`config.mk`:
```
export PLATFORM = sky130hd
export DESIGN_NAME = fm_guard_gen_ctrl
export DESIGN_NICKNAME = d
export VERILOG_FILES = /design/src/rtl/diff_core_pkg.sv /design/src/rtl/fm_ctrl_dim_cnt.sv /design/src/rtl/fm_guard_gen_ctrl.sv
export SDC_FILE = /design/constraint.sdc
export NUM_CORES = 1
export LEC_CHECK = 0
export CORE_MARGIN = 10
export CORE_UTILIZATION = 50
export DETAILED_ROUTE_END_ITERATION = 6
export PLACE_DENSITY = 0.77
export SLEW_MARGIN = 5
export SYNTH_ARGS = -nofsm -noshare
export SYNTH_HDL_FRONTEND = slang
export SYNTH_SLANG_ARGS = --single-unit
export TNS_END_PERCENT = 50
```
`constraint.sdc`:
```
create_clock -name clk -period 2.3 [get_ports clk]
set_input_delay 0.23 -clock clk [delete_from_list [all_inputs] [get_ports clk]]
set_output_delay 0.23 -clock clk [all_outputs]
set_load 0.01 [all_outputs]
```
`src/rtl/diff_core_pkg.sv`:
```
// Shared definitions for the feature-map/guard generation stage: controller
// state encoding, the common counter width and a mod-3 step helper.
package diff_core_pkg;

   localparam int FM_CTRL_CNT_W = 8;

   typedef enum logic [1:0] {
      FM_IDLE  = 2'd0,
      FM_RUN   = 2'd1,
      FM_FLUSH = 2'd2,
      FM_DRAIN = 2'd3
   } fm_ctrl_state_e;

   function automatic logic [1:0] mod3_step(input logic [1:0] m);
      return (m == 2'd2) ? 2'd0 : m + 2'd1;
   endfunction

endpackage

```
`src/rtl/fm_ctrl_dim_cnt.sv`:
```
// One loop dimension: counts enabled steps from 0 to max and wraps, flagging
// the wrap combinationally so the next outer dimension can be chained on it.
module fm_ctrl_dim_cnt #(
   parameter int CNT_W = 8
) (
   input  logic             clk,
   input  logic             rst_n,
   input  logic             en,
   input  logic             clr,
   input  logic [CNT_W-1:0] max,
   output logic [CNT_W-1:0] cnt,
   output logic             wrap
);

   assign wrap = en & (cnt == max);

   always_ff @(posedge clk or negedge rst_n) begin
      if (!rst_n) begin
         cnt <= '0;
      end else if (clr) begin
         cnt <= '0;
      end else if (en) begin
         cnt <= wrap ? '0 : cnt + CNT_W'(1);
      end
   end

endmodule

```
`src/rtl/fm_guard_gen_ctrl.sv`:
```
// Loop-index sequencer for the fm/guard generation stage with write-back
// throttling at output-map boundaries. Optional counters: FM_GUARD_CTRL_PERF_EN.
module fm_guard_gen_ctrl
   import diff_core_pkg::*;
#(
   parameter int CNT_W = FM_CTRL_CNT_W
) (
   input  logic             clk,
   input  logic             rst_n,
   input  logic             start,
   input  logic [CNT_W-1:0] w_num,
   input  logic [CNT_W-1:0] h_num,
   input  logic [CNT_W-1:0] c_num,
   input  logic [CNT_W-1:0] o_num,
   input  logic             kernal_mode,
   // Beat moves when psum_in_valid & psum_in_ready in the same cycle; ready never
   // looks at valid, and a producer keeps valid/data steady until accepted.
   input  logic             psum_in_valid,
   output logic             psum_in_ready,
   input  logic             write_back_finish,
   output logic             psum_almost_valid,
   output logic             psum_flush,
   output logic [CNT_W-1:0] count_w,
   output logic [CNT_W-1:0] count_h,
   output logic [CNT_W-1:0] count_c,
   output logic [1:0]       count_3,
   output logic             tick_tock,
   output logic             is_even_even_row,
   output logic             kernal_mode_o,
   output logic             busy,
   output logic             done,
   output logic             cfg_err,
`ifdef FM_GUARD_CTRL_PERF_EN
   output logic [31:0]      perf_beats,
   output logic [31:0]      perf_stall,
`endif
   output logic [1:0]       state_dbg
);

   localparam logic [1:0] S_IDLE  = FM_IDLE;
   localparam logic [1:0] S_RUN   = FM_RUN;
   localparam logic [1:0] S_FLUSH = FM_FLUSH;
   localparam logic [1:0] S_DRAIN = FM_DRAIN;

   logic [1:0]       state_q, state_d;
   logic [CNT_W-1:0] w_max_q, h_max_q, c_max_q, o_max_q;
   logic [CNT_W-1:0] nw, nh, nc, no;
   logic             w_wrap, h_wrap, c_wrap, o_wrap;
   logic [1:0]       n3_q;
   logic             wb_busy_q;
   logic             cfg_ok, start_acc, start_rej;
   logic             first, hs, flush_fire, last;
   logic             unused_no;

   assign cfg_ok    = (w_num != '0) && (h_num != '0) && (c_num != '0) && (o_num != '0);
   assign start_acc = start & (state_q == S_IDLE) & cfg_ok;
   assign start_rej = start & (state_q == S_IDLE) & ~cfg_ok;

   assign first         = (nw == '0) && (nh == '0) && (nc == '0);
   assign psum_in_ready = (state_q == S_RUN) & ~(first & wb_busy_q);
   assign hs            = psum_in_valid & psum_in_ready;
   assign flush_fire    = (state_q == S_FLUSH) & ~wb_busy_q;
   assign last          = o_wrap;

   assign psum_almost_valid = hs | flush_fire;
   assign psum_flush        = flush_fire;
   assign busy              = (state_q != S_IDLE);
   assign state_dbg         = state_q;
   assign unused_no         = &{1'b0, no};

   always_ff @(posedge clk or negedge rst_n) begin
      if (!rst_n) begin
         w_max_q       <= '0;
         h_max_q       <= '0;
         c_max_q       <= '0;
         o_max_q       <= '0;
         kernal_mode_o <= 1'b0;
      end else if (start_acc) begin
         w_max_q       <= w_num - CNT_W'(1);
         h_max_q       <= h_num - CNT_W'(1);
         c_max_q       <= c_num - CNT_W'(1);
         o_max_q       <= o_num - CNT_W'(1);
         kernal_mode_o <= kernal_mode;
      end
   end

   // nw is innermost; each outer dimension steps on the wrap of the one inside it.
   fm_ctrl_dim_cnt #(.CNT_W(CNT_W)) u_cnt_w (
      .clk(clk), .rst_n(rst_n), .en(hs), .clr(start_acc), .max(w_max_q), .cnt(nw), .wrap(w_wrap)
   );
   fm_ctrl_dim_cnt #(.CNT_W(CNT_W)) u_cnt_h (
      .clk(clk), .rst_n(rst_n), .en(w_wrap), .clr(start_acc), .max(h_max_q), .cnt(nh), .wrap(h_wrap)
   );
   fm_ctrl_dim_cnt #(.CNT_W(CNT_W)) u_cnt_c (
      .clk(clk), .rst_n(rst_n), .en(h_wrap), .clr(start_acc), .max(c_max_q), .cnt(nc), .wrap(c_wrap)
   );
   fm_ctrl_dim_cnt #(.CNT_W(CNT_W)) u_cnt_o (
      .clk(clk), .rst_n(rst_n), .en(c_wrap), .clr(start_acc), .max(o_max_q), .cnt(no), .wrap(o_wrap)
   );

   // Running nh mod 3 avoids a divider on the row index.
   always_ff @(posedge clk or negedge rst_n) begin
      if (!rst_n) begin
         n3_q <= 2'd0;
      end else if (start_acc) begin
         n3_q <= 2'd0;
      end else if (w_wrap) begin
         n3_q <= h_wrap ? 2'd0 : mod3_step(n3_q);
      end
   end

   always_ff @(posedge clk or negedge rst_n) begin
      if (!rst_n) begin
         wb_busy_q <= 1'b0;
      end else if ((hs & first) | flush_fire) begin
         wb_busy_q <= 1'b1;
      end else if (write_back_finish) begin
         wb_busy_q <= 1'b0;
      end
   end

   always_ff @(posedge clk or negedge rst_n) begin
      if (!rst_n) begin
         count_w          <= '0;
         count_h          <= '0;
         count_c          <= '0;
         count_3          <= 2'd0;
         tick_tock        <= 1'b0;
         is_even_even_row <= 1'b0;
      end else if (hs) begin
         count_w          <= nw;
         count_h          <= nh;
         count_c          <= nc;
         count_3          <= n3_q;
         tick_tock        <= nh[0];
         is_even_even_row <= nh[1];
      end else if (flush_fire) begin
         count_w          <= '0;
         count_h          <= '0;
         count_c          <= '0;
         count_3          <= 2'd0;
         tick_tock        <= 1'b0;
         is_even_even_row <= 1'b0;
      end
   end

   always_comb begin
      state_d = state_q;
      case (state_q)
         S_IDLE:  if (start_acc) state_d = S_RUN;
         S_RUN:   if (last) state_d = S_FLUSH;
         S_FLUSH: if (flush_fire) state_d = S_DRAIN;
         S_DRAIN: if (write_back_finish & wb_busy_q) state_d = S_IDLE;
         default: state_d = S_IDLE;
      endcase
   end

   always_ff @(posedge clk or negedge rst_n) begin
      if (!rst_n) begin
         state_q <= S_IDLE;
         done    <= 1'b0;
         cfg_err <= 1'b0;
      end else begin
         state_q <= state_d;
         done    <= (state_q == S_DRAIN) & write_back_finish & wb_busy_q;
         cfg_err <= start_rej;
      end
   end

`ifdef FM_GUARD_CTRL_PERF_EN
   logic run_or_flush;
   assign run_or_flush = (state_q == S_RUN) | (state_q == S_FLUSH);

   always_ff @(posedge clk or negedge rst_n) begin
      if (!rst_n) begin
         perf_beats <= '0;
         perf_stall <= '0;
      end else if (start_acc) begin
         perf_beats <= '0;
         perf_stall <= '0;
      end else begin
         if (hs && (perf_beats != '1)) perf_beats <= perf_beats + 32'd1;
         if (run_or_flush && psum_in_valid && !psum_almost_valid && (perf_stall != '1))
            perf_stall <= perf_stall + 32'd1;
      end
   end
`endif

endmodule

```
==> flow_metrics.tcl, run 1 <==
set metrics [dict create \
    status "finished with violations" \
    violations "negative setup slack" \
    synthCells 608 \
    design_area_um2 7010 \
    crit_path_end_kind "output pin" \
    hp-class "primary input to async pin" \
    synthMuxAreaShare_pct 0.577 \
    cap_violations 0 \
    layout.nets 780 \
    synth_adder_area_share_pct 4.62 \
    fp.dieH_um 124 \
    synthArstFlopShare_pct 100 \
    grt_pass1_wl_mm 22.8 \
    die_w_um 124 \
    irDropWorstVdd_v 0.000409 \
    antenna_found_initial 0 \
    synth.distinct_cells 45 \
    swShare_pct 29.3 \
    routabilityCongestion 0.885 \
    ios 75 \
    grt_max_degree 52 \
    holdWs_ps 399 \
    min_period_ps 2310 \
    rr_endpoint "u_cnt_h.cnt[7]" \
    die_area_um2 15400 \
    comb_power_share_pct 20.2 \
    cp.arrival_ps 2080 \
    antenna_left 0 \
    coreArea_um2 10500 \
    synth_nets 666 \
    crit_path_start_kind "flip-flop" \
    track_usage_pct 18.4 \
    cp_slowest_cell "dfrtp_1" \
    cts_max_path_buffers 2 \
    start_util_pct 51.8 \
    cts_sinks 98 \
    wl_mm 14.0 \
    numCtsBuffers 9 \
    antenna_cells 0 \
    final_common_cell "nand2_1" \
    pwr-share-clk_pct 27.9 \
    yosys.area_share.simple_pct 24.4 \
    p_int_w 0.00270 \
    port_buffers 74 \
    worstPathBufferInverterCount 1 \
    num-fill-cells 867 \
    startpoint "u_cnt_w.cnt[7]" \
    grt-ovfl-total 0 \
    row_count 37 \
    ys.warnings.count 0 \
    reg2reg_depth 9 \
    final_cell_mix "nand2_1 (124), dfrtp_1 (92), o21ai_0 (74)" \
    via_per_inst 5.46 \
    finClkSkew_ps 13.5 \
    drv_slew 0 \
    path_clk_slew_ps 100 \
    synth-compound-area-share_pct 12.1 \
    synth_seq_cells 98 \
    seqPwrFrac_pct 51.9 \
    vias 4713 \
    fin_ws_ps -6.46 \
    max_freq_ghz 0.434 \
    ys_dominant_reg_cell "dfrtp_1" \
    relSlewSlack_pct 57.1 \
    drt_first_iter_violations 339 \
    critical_path_depth 5 \
    fin_crit_sh_pct 100 \
    firstDrtPassIters 5 \
    clock-root-buffer "clkbuf_8" \
    dpl_cell_area_um2 6630 \
    yosys.area_share.xor_xnor_pct 9.05 \
    net-switching-power_w 0.00112 \
    cpPeakStageDelay_ps 500 \
    synth_top_family_by_area "simple AND/OR/NAND/NOR gates" \
    timing.rr.start "u_cnt_w.cnt[7]" \
    cp_top_family "simple AND/OR/NAND/NOR gates" \
    power.leakage_nw 3.22 \
    power.density_nw_per_um2 544 \
    yosysSeqAreaShare_pct 45.2 \
    crit_path_end "psum_almost_valid" \
    cts_tree "done" \
    grt_pass1_vias 4700 \
    setup_violations 1 \
    cpMostUsedCell "nand2_2" \
    synth_edf_count 0 \
    cp_cell_sequence "nor4_2 > nand2_2 > o31ai_4 > nand2_2 > dlygate4sd2_1" \
    cp_max_fo 5 \
    wire_per_inst_um 16.3 \
    drc 0 \
    cp_data_required_time_ps 2070 \
    rrSetupSlack_ps 70 \
    drive_above_1_share_pct 15.8 \
    dp_slack_ps -60.2 \
    cts.htree.levels 3 \
    syn_avg_cell_area_um2 8.92 \
    hpwl_mm 10.5 \
    netlist_area_um2 5420 \
    rsz0062_at_grt "true" \
    clock_latency_ps 380 \
    hold_viol_final 0 \
    worst_slew_pin_slew_ps 644 \
    crit_type "flip-flop to output pin" \
    area_delta_synth_final_pct 29.4 \
]
## power groups by stage
| stage | clock [W] | combinational [W] | sequential, W |
|---|---|---|---|
| final | 0.00106 | 0.000771 | 0.00198 |
| after global routing | 0.00116 | 0.000847 | 0.00200 |
| after detailed placement | 0 | 0.000762 | 0.00200 |
| after global placement | 0 | 0.000727 | 0.00199 |
| after CTS | 0.00106 | 0.000772 | 0.00197 |
| after floorplan | 0 | 0.000317 | 0.00201 |
## cell usage after synthesis, types with 10 or more instances
cell	n	area (µm²)
and3_1	15	93.8
ha_1	20	250
xor2_1	41	359
a21oi_1	26	130
nand2_1	127	477
clkbuf_1	18	67.6
o21ai_0	75	375
dfrtp_1	98	2450
xnor2_1	15	131
nor2_1	33	124
nand3b_1	14	105
inv_1	19	71.3
nand3_1	17	85.1
nor3_1	10	50.1
nor4_1	11	68.8
## registers in the layout (all words and copies together) (netlist names), 6 cells and up
name and cells:
u_cnt_w.cnt 8, h_max_q 8, count_h 6, count_c 8, u_cnt_h.cnt 8, u_cnt_c.cnt 8
o_max_q 8, w_max_q 8, c_max_q 8, count_w 8, u_cnt_o.cnt 8
## logic make-up (layout without fill, tap and decap cells)
| kind of cell | Yosys count | in the layout |
|---|---|---|
| and+or+nand+nor | 265 | 265 |
| AOI/OAI and AO/OA | 118 | 118 |
| DFF | 98 | 98 |
| xor gates and xnor gates | 56 | 56 |
| buffers and inverters | 48 | 167 |
| adders and majority gates | 20 | 20 |
| muxes | 3 | 3 |
## layer usage
layer / wire length, µm / global-route usage (%) / vias up
li1: - / - / 2301
met1: 6340 / 23.9 / 2237
met2: 6580 / 29.6 / 149
met3: 823 / 4.21 / 26
met4: 287 / 6.26 / 0
met5: 0 / 0 / -
## layout make-up
cell class	instances	area (µm²)	share of cell area, %
Timing Repair Buffer	132	1240	17.7
Tap cell	136	170	2.43
Inverter	19	71.3	1.02
Multi-Input combinational cell	462	2890	41.2
Clock inverter	3	23.8	0.339
Clock buffer	13	159	2.27
Sequential cell	98	2460	35.1
## what timing repair did
item                                    in CTS  in global routing
resized for setup                           13                 31
endpoints found under the setup margin       3                 54
hold endpoints to repair                    44                  0
setup buffers                                4                  3
hold buffers                                 1                  0
cloned                                       0                  0
pin swaps                                    5                  4
## per-stage QoR
step	setup TNS [ps]	util (%)	power, W	std cells
2_1_floorplan	0	-	0.00232	608
3_3_place_gp	0	63.3	0.00272	839
3_5_place_dp	-60.2	63.3	0.00276	839
4_1_cts	0	65.8	0.00381	860
5_1_grt	-191	67.0	0.00400	863
6_report	-6.46	67.0	0.00382	863
## worst min-delay path by stage
stage,endpoint,slack (ps),depth (start not counted)
detailed placement,o_max_q[0],290,1
finish,o_max_q[0],400,2
floorplan,c_max_q[0],-70,0
CTS,kernal_mode_o,390,3
global route,kernal_mode_o,410,3
global placement,o_max_q[0],280,1
No activity file was read; power rests on OpenSTA's default activity.
==> inputs of run 2 (changes only) <==
- ABC_AREA: default -> 1
==> run 2 against run 1 <==
  * The flow now finishes without violations
  * Sequential cell count stayed put
  * Sequential power is 37% higher
  * Final cell count is 1.3% higher
  * Synthesized cell count is 3.8% higher
  * Count of clock-buffer cells in the layout is 1 lower
  * Clock power is 27% higher
  * Routed wire length is 6.1% lower
  * Via count is 2.4% lower
  * Worst hold slack worse by 6.1 ps
  * First-iteration DRC count is 2.4% lower
  * Setup slack better by 110 ps
  * Clock skew hardly changed
==> flow_metrics.tcl, run 2 <==
set metrics [dict create \
    max_freq_ghz 0.456 \
    synth_edf_count 0 \
    synthCells 631 \
    cp_max_fo 5 \
    syn_avg_cell_area_um2 8.61 \
    ios 75 \
    drt_first_iter_violations 331 \
    via_per_inst 5.26 \
    pwr-share-clk_pct 19.0 \
    track_usage_pct 16.7 \
    ys_top_cells_by_area "dfrtp_1 (45%), nand2_1 (8.1%), xnor2_1 (5.6%)" \
    clock_latency_ps 370 \
    die_w_um 124 \
    seqPwrFrac_pct 38.2 \
    firstDrtPassIters 5 \
    relSlewSlack_pct 58.6 \
    area_delta_synth_final_pct 24.6 \
    cts_max_path_buffers 2 \
    min_period_ps 2190 \
    start_util_pct 51.9 \
    cts.htree.levels 3 \
    wl_mm 13.2 \
    antenna_cells 0 \
    net-switching-power_w 0.00278 \
    antenna_found_initial 0 \
    setup_violations 0 \
    yosysSeqAreaShare_pct 45.2 \
    layout.nets 791 \
    multiInputGateArea_um2 2530 \
    cts_sinks 98 \
    dp_slack_ps -147 \
    clock-root-buffer "clkbuf_8" \
    wire_per_inst_um 15.1 \
    irDropWorstVdd_v 0.000502 \
    finClkSkew_ps 13.3 \
    p_int_w 0.00433 \
    ys_dominant_reg_cell "dfrtp_1" \
    netlist_area_um2 5430 \
    swShare_pct 39.1 \
    design_area_um2 6770 \
    status "finished, final reports clean" \
    hpwl_mm 10.2 \
    reg2reg_depth 10 \
    drc 0 \
    crit_type "flip-flop to output pin" \
    holdWs_ps 393 \
    worst_slew_pin_slew_ps 621 \
    final_common_cell "nand2_1" \
    row_count 37 \
    coreArea_um2 10500 \
    fp.dieH_um 124 \
    hp-class "primary input to async pin" \
    hold_viol_final 0 \
    fin_crit_sh_pct 95.3 \
    synth.top_cell.area_share_pct 45.2 \
    placedCellCount 852 \
    cp_data_required_time_ps 2070 \
    synthArstFlopShare_pct 100 \
    vias 4600 \
    antenna_left 0 \
    power.leakage_nw 3.15 \
    path_clk_slew_ps 100 \
    synth_common_cells "nand2_1 (117), dfrtp_1 (98), inv_1 (80), nor2_1 (48)" \
    synth.most_common_cell "nand2_1" \
    grt-ovfl-total 0 \
    final_cells 874 \
    die_area_um2 15400 \
    grt_max_degree 48 \
    synth_nets 689 \
    cp.arrival_ps 1960 \
    drv_slew 0 \
    cts_tree "done" \
    cap_violations 0 \
    synth.distinct_cells 38 \
    fin_ws_ps 108 \
    grt_pass1_vias 4643 \
    grt_pass1_wl_mm 22.2 \
    numCtsBuffers 9 \
    crit_path_start_kind "flip-flop" \
    num-fill-cells 892 \
    drive_above_1_share_pct 11.7 \
    final_cell_mix "nand2_1 (117), dfrtp_1 (98), inv_1 (77)" \
    rsz0062_at_grt "false" \
    power.density_nw_per_um2 1050 \
    port_buffers 74 \
    ff_latch_area_um2 2450 \
    ys.warnings.count 0 \
    comb_power_share_pct 42.8 \
    routabilityCongestion 0.875 \
    crit_path_end_kind "output pin" \
    synth_seq_cells 98 \
    synth.largest_area_cell "dfrtp_1" \
    dpl_cell_area_um2 6470 \
]
==> run 2: changes by cell type after synthesis, moves of 9 or more <==
cell,change
a21oi_1,-16
and3_1,-15
clkbuf_1,-15
inv_1,+61
nand2_1,-10
nand4_1,+9
nor2_1,+15
nor4_1,-11
o21ai_0,-58
o21ai_1,+31
o22ai_1,+35
xnor2_1,+20
==> run 2: worst max-delay path: stages (launching register included) <==
cell	delay (ps)
dfrtp_1	470
inv_1	160
ha_2	230
inv_1	70
nor2_1	120
clkdlybuf4s50_1	560
==> run 2: repair_timing <==
item,in CTS,in global routing
endpoints found under the hold margin,45,0
endpoints found under the setup margin,2,10
resized for setup,3,7
buffers inserted,0,5
hold buffers,1,0
==> run 2: layout make-up <==
class | instances | area share (%)
Multi-Input combinational cell | 425 | 37.4
Sequential cell | 98 | 36.2
Timing Repair Buffer | 109 | 15.2
Inverter | 90 | 5.03
Tap cell | 136 | 2.51
Clock buffer | 12 | 2.14
Clock inverter | 4 | 1.46
==> run 2: cell families (layout without fill, tap and decap cells) <==
group	after synthesis	in the layout	share of synthesized area [%]
flip-flops	98	98	45.2
XOR/XNOR	68	68	11.0
AO/OA/AOI/OAI	101	101	10.5
buffers and inverters	108	215	8.39
adder cells (fa/ha/maj)	20	20	4.61
AND/OR/NAND/NOR	236	236	20.4
==> run 2: worst paths after layout <==
check                          startpoint             end  slack (ps)
max                          state_dbg[0]      psum_flush         110
min                                 rst_n      count_h[3]         390
min in group clk              kernal_mode   kernal_mode_o         410
max in group asynchronous           rst_n      c_max_q[2]        1210
max reg2reg                u_cnt_w.cnt[0]  u_cnt_w.cnt[4]         250
min reg2reg                 kernal_mode_o   kernal_mode_o         490
==> run 2: stage by stage <==
stage / util [%] / TNS (ps) / total power (W)
2_1_floorplan: - / 0 / 0.00462
3_3_place_gp: 61.8 / -691 / 0.00562
3_5_place_dp: 61.8 / -3140 / 0.00575
4_1_cts: 64.2 / 0 / 0.00710
5_1_grt: 64.7 / 0 / 0.00761
6_report: 64.7 / 0 / 0.00711
==> run 2: power by group through the flow <==
stage | combinational [W] | sequential (W) | clock, W
4_1_cts | 0.00302 | 0.00272 | 0.00136
3_5_place_dp | 0.00299 | 0.00275 | 0
5_1_grt | 0.00339 | 0.00279 | 0.00144
2_1_floorplan | 0.00193 | 0.00269 | 0
6_report | 0.00304 | 0.00272 | 0.00135
3_3_place_gp | 0.00289 | 0.00272 | 0
==> run 2: metal layers <==
| layer | up-vias | wire length, µm | track usage (%) |
|---|---|---|---|
| li1 | 2236 | - | - |
| met1 | 2212 | 5700 | 20.6 |
| met2 | 132 | 6570 | 28.3 |
| met3 | 20 | 708 | 4.08 |
| met4 | 0 | 191 | 4.70 |
| met5 | - | 0 | 0 |
==> inputs of run 3 (changes only) <==
- CORE_UTILIZATION: 50 -> 52
- CTS_BUF_LIST: default -> sky130_fd_sc_hd__clkbuf_2
- CTS_CLUSTER_DIAMETER: default -> 100
- PLACE_DENSITY: 0.77 -> 0.79
==> run 3 against run 2 <==
  * Largest cell class unchanged
  * Die area fell by 3.2%
  * Critical endpoint is now psum_almost_valid
  * Global-route usage rose by 1.5 points
  * Combinational power rose by 13%
  * Total power rose by 2.6%
  * Critical path depth rose by 3
  * Maximum frequency fell by 0.96%
==> flow_metrics.tcl, run 3 (same netlist as run 2, synthesis figures left out) <==
set metrics [dict create \
    timing.rr.start "u_cnt_c.cnt[1]" \
    hold_viol_final 0 \
    cp_slowest_cell "dfrtp_1" \
    seqPwrFrac_pct 36.8 \
    cp.arrival_ps 1980 \
    drv_slew 0 \
    max_freq_ghz 0.452 \
    numCtsBuffers 9 \
    grt_max_degree 42 \
    wl_mm 13.5 \
    path_clk_slew_ps 270 \
    area_delta_synth_final_pct 26.3 \
    vias 4650 \
    status "finished, final reports clean" \
    drc 0 \
    irDropWorstVdd_v 0.000524 \
    crit_type "flip-flop to output pin" \
    coreArea_um2 10200 \
    pwr-share-clk_pct 16.0 \
    row_count 37 \
    die_area_um2 14900 \
    ios 75 \
    startpoint "u_cnt_c.cnt[1]" \
    hpwl_mm 10.3 \
    cp_data_required_time_ps 2070 \
    power.density_nw_per_um2 1060 \
    p_total_w 0.00730 \
    setup_violations 0 \
    wire_per_inst_um 15.4 \
    cts_sinks 98 \
    fin_crit_sh_pct 96.2 \
    cp_max_fo 4 \
    worst_slew_pin_slew_ps 531 \
    swShare_pct 40.8 \
    final_cell_mix "nand2_1 (114), dfrtp_1 (95), inv_1 (73)" \
    fp.dieH_um 122 \
    routabilityCongestion 0.864 \
    firstDrtPassIters 6 \
    via_per_inst 5.28 \
    cts_tree "done" \
    crit_path_end_kind "output pin" \
    port_buffers 74 \
    clock-root-buffer "clkbuf_2" \
    final_common_cell "nand2_1" \
    clock_latency_ps 570 \
    timing.setup.tns_ps 0 \
    drt_first_iter_violations 399 \
    die_w_um 122 \
    hp-class "primary input to async pin" \
    grt_pass1_wl_mm 22.2 \
    finClkSkew_ps 16.7 \
    net-switching-power_w 0.00298 \
    cts.htree.levels 3 \
    track_usage_pct 18.2 \
    antenna_found_initial 0 \
    layout.nets 797 \
    comb_power_share_pct 47.2 \
    grt-ovfl-total 0 \
    cts_max_path_buffers 2 \
    min_period_ps 2210 \
    dp_slack_ps -209 \
    start_util_pct 53.1 \
    fin_ws_ps 87.0 \
    grt_pass1_vias 4658 \
    cp_cell_sequence "inv_2 > ha_4 > nand2_4 > nor2_4 > nand4_4 > nand3_4 > o21ai_4 > buf_6" \
    holdWs_ps 124 \
    power.leakage_nw 3.17 \
    cpPeakStageDelay_ps 460 \
    rsz0062_at_grt "true" \
    drive_above_1_share_pct 14.7 \
    relSlewSlack_pct 64.6 \
    antenna_left 0 \
    p_int_w 0.00432 \
    crit_path_start_kind "flip-flop" \
    cap_violations 0 \
    antenna_cells 0 \
]
-- run 3: cell types whose count changed in the layout (fill, tap and decap cells not counted), moves of 3 or more --
cell | previous run | this run
inv_1 | 77 | 73
dfrtp_2 | 0 | 3
nor2_4 | 2 | 5
clkbuf_2 | 0 | 9
inv_2 | 11 | 15
ha_4 | 0 | 3
clkbuf_8 | 10 | 0
dfrtp_1 | 98 | 95
buf_4 | 32 | 38
nand2_1 | 117 | 114
-- run 3: timing repair --
item,4_1_cts,5_1_grt
hold buffers,1,0
endpoints found under the hold margin,44,0
setup buffers,9,11
endpoints found under the setup margin,4,11
resized for setup,16,25
pin swaps,4,8
-- run 3: worst max-delay path, delay by kind of cell (launching register included) --
family,cells,cell delay [ps]
flip-flops,1,460
AND/OR/NAND/NOR,4,450
adder cells (fa/ha/maj),1,170
AO/OA/AOI/OAI,1,80
buffers and inverters,2,260
-- run 3: routing by layer --
layer | part of all wire, % | GRT usage (%)
met3 | 5.2 | 3.79
met1 | 42 | 22.3
met4 | 1.0 | 3.31
met2 | 52 | 32.4
met5 | 0 | 0
-- run 3: final timing paths --
check | endpoint | slack (ps) | cells after the start
min | count_h[7] | 120 | 2
min in group clk | kernal_mode_o | 180 | 3
max | psum_almost_valid | 90 | 8
max in group asynchronous | state_dbg[0] | 1490 | 3
min reg2reg | kernal_mode_o | 510 | 2
max reg2reg | u_cnt_w.cnt[0] | 160 | 11
-- run 3: layout make-up --
| class | count | area [µm²] |
|---|---|---|
| inverters | 90 | 340 |
| fillers | 822 | 3370 |
| flip-flops and latches | 98 | 2460 |
| repair buffers | 115 | 1080 |
| multi-input cells | 425 | 2630 |
| well taps | 136 | 170 |
| clock inverters | 7 | 141 |
| clock buffers | 9 | 45.0 |
-- run 3: power by group through the flow --
stage | logic, W | registers, W | clock network, W
after floorplan | 0.00193 | 0.00269 | 0
after global placement | 0.00291 | 0.00272 | 0
after detailed placement | 0.00305 | 0.00274 | 0
after CTS | 0.00316 | 0.00268 | 0.00118
after global routing | 0.00380 | 0.00276 | 0.00125
final | 0.00344 | 0.00269 | 0.00117
-- run 3: per-stage QoR --
stage | instance area, µm² | std cells | utilization, %
2_1_floorplan | 5430 | 631 | -
3_3_place_gp | 6410 | 843 | 62.7
3_5_place_dp | 6410 | 843 | 62.7
4_1_cts | 6680 | 869 | 65.3
5_1_grt | 6860 | 880 | 67.1
6_report | 6860 | 880 | 67.1
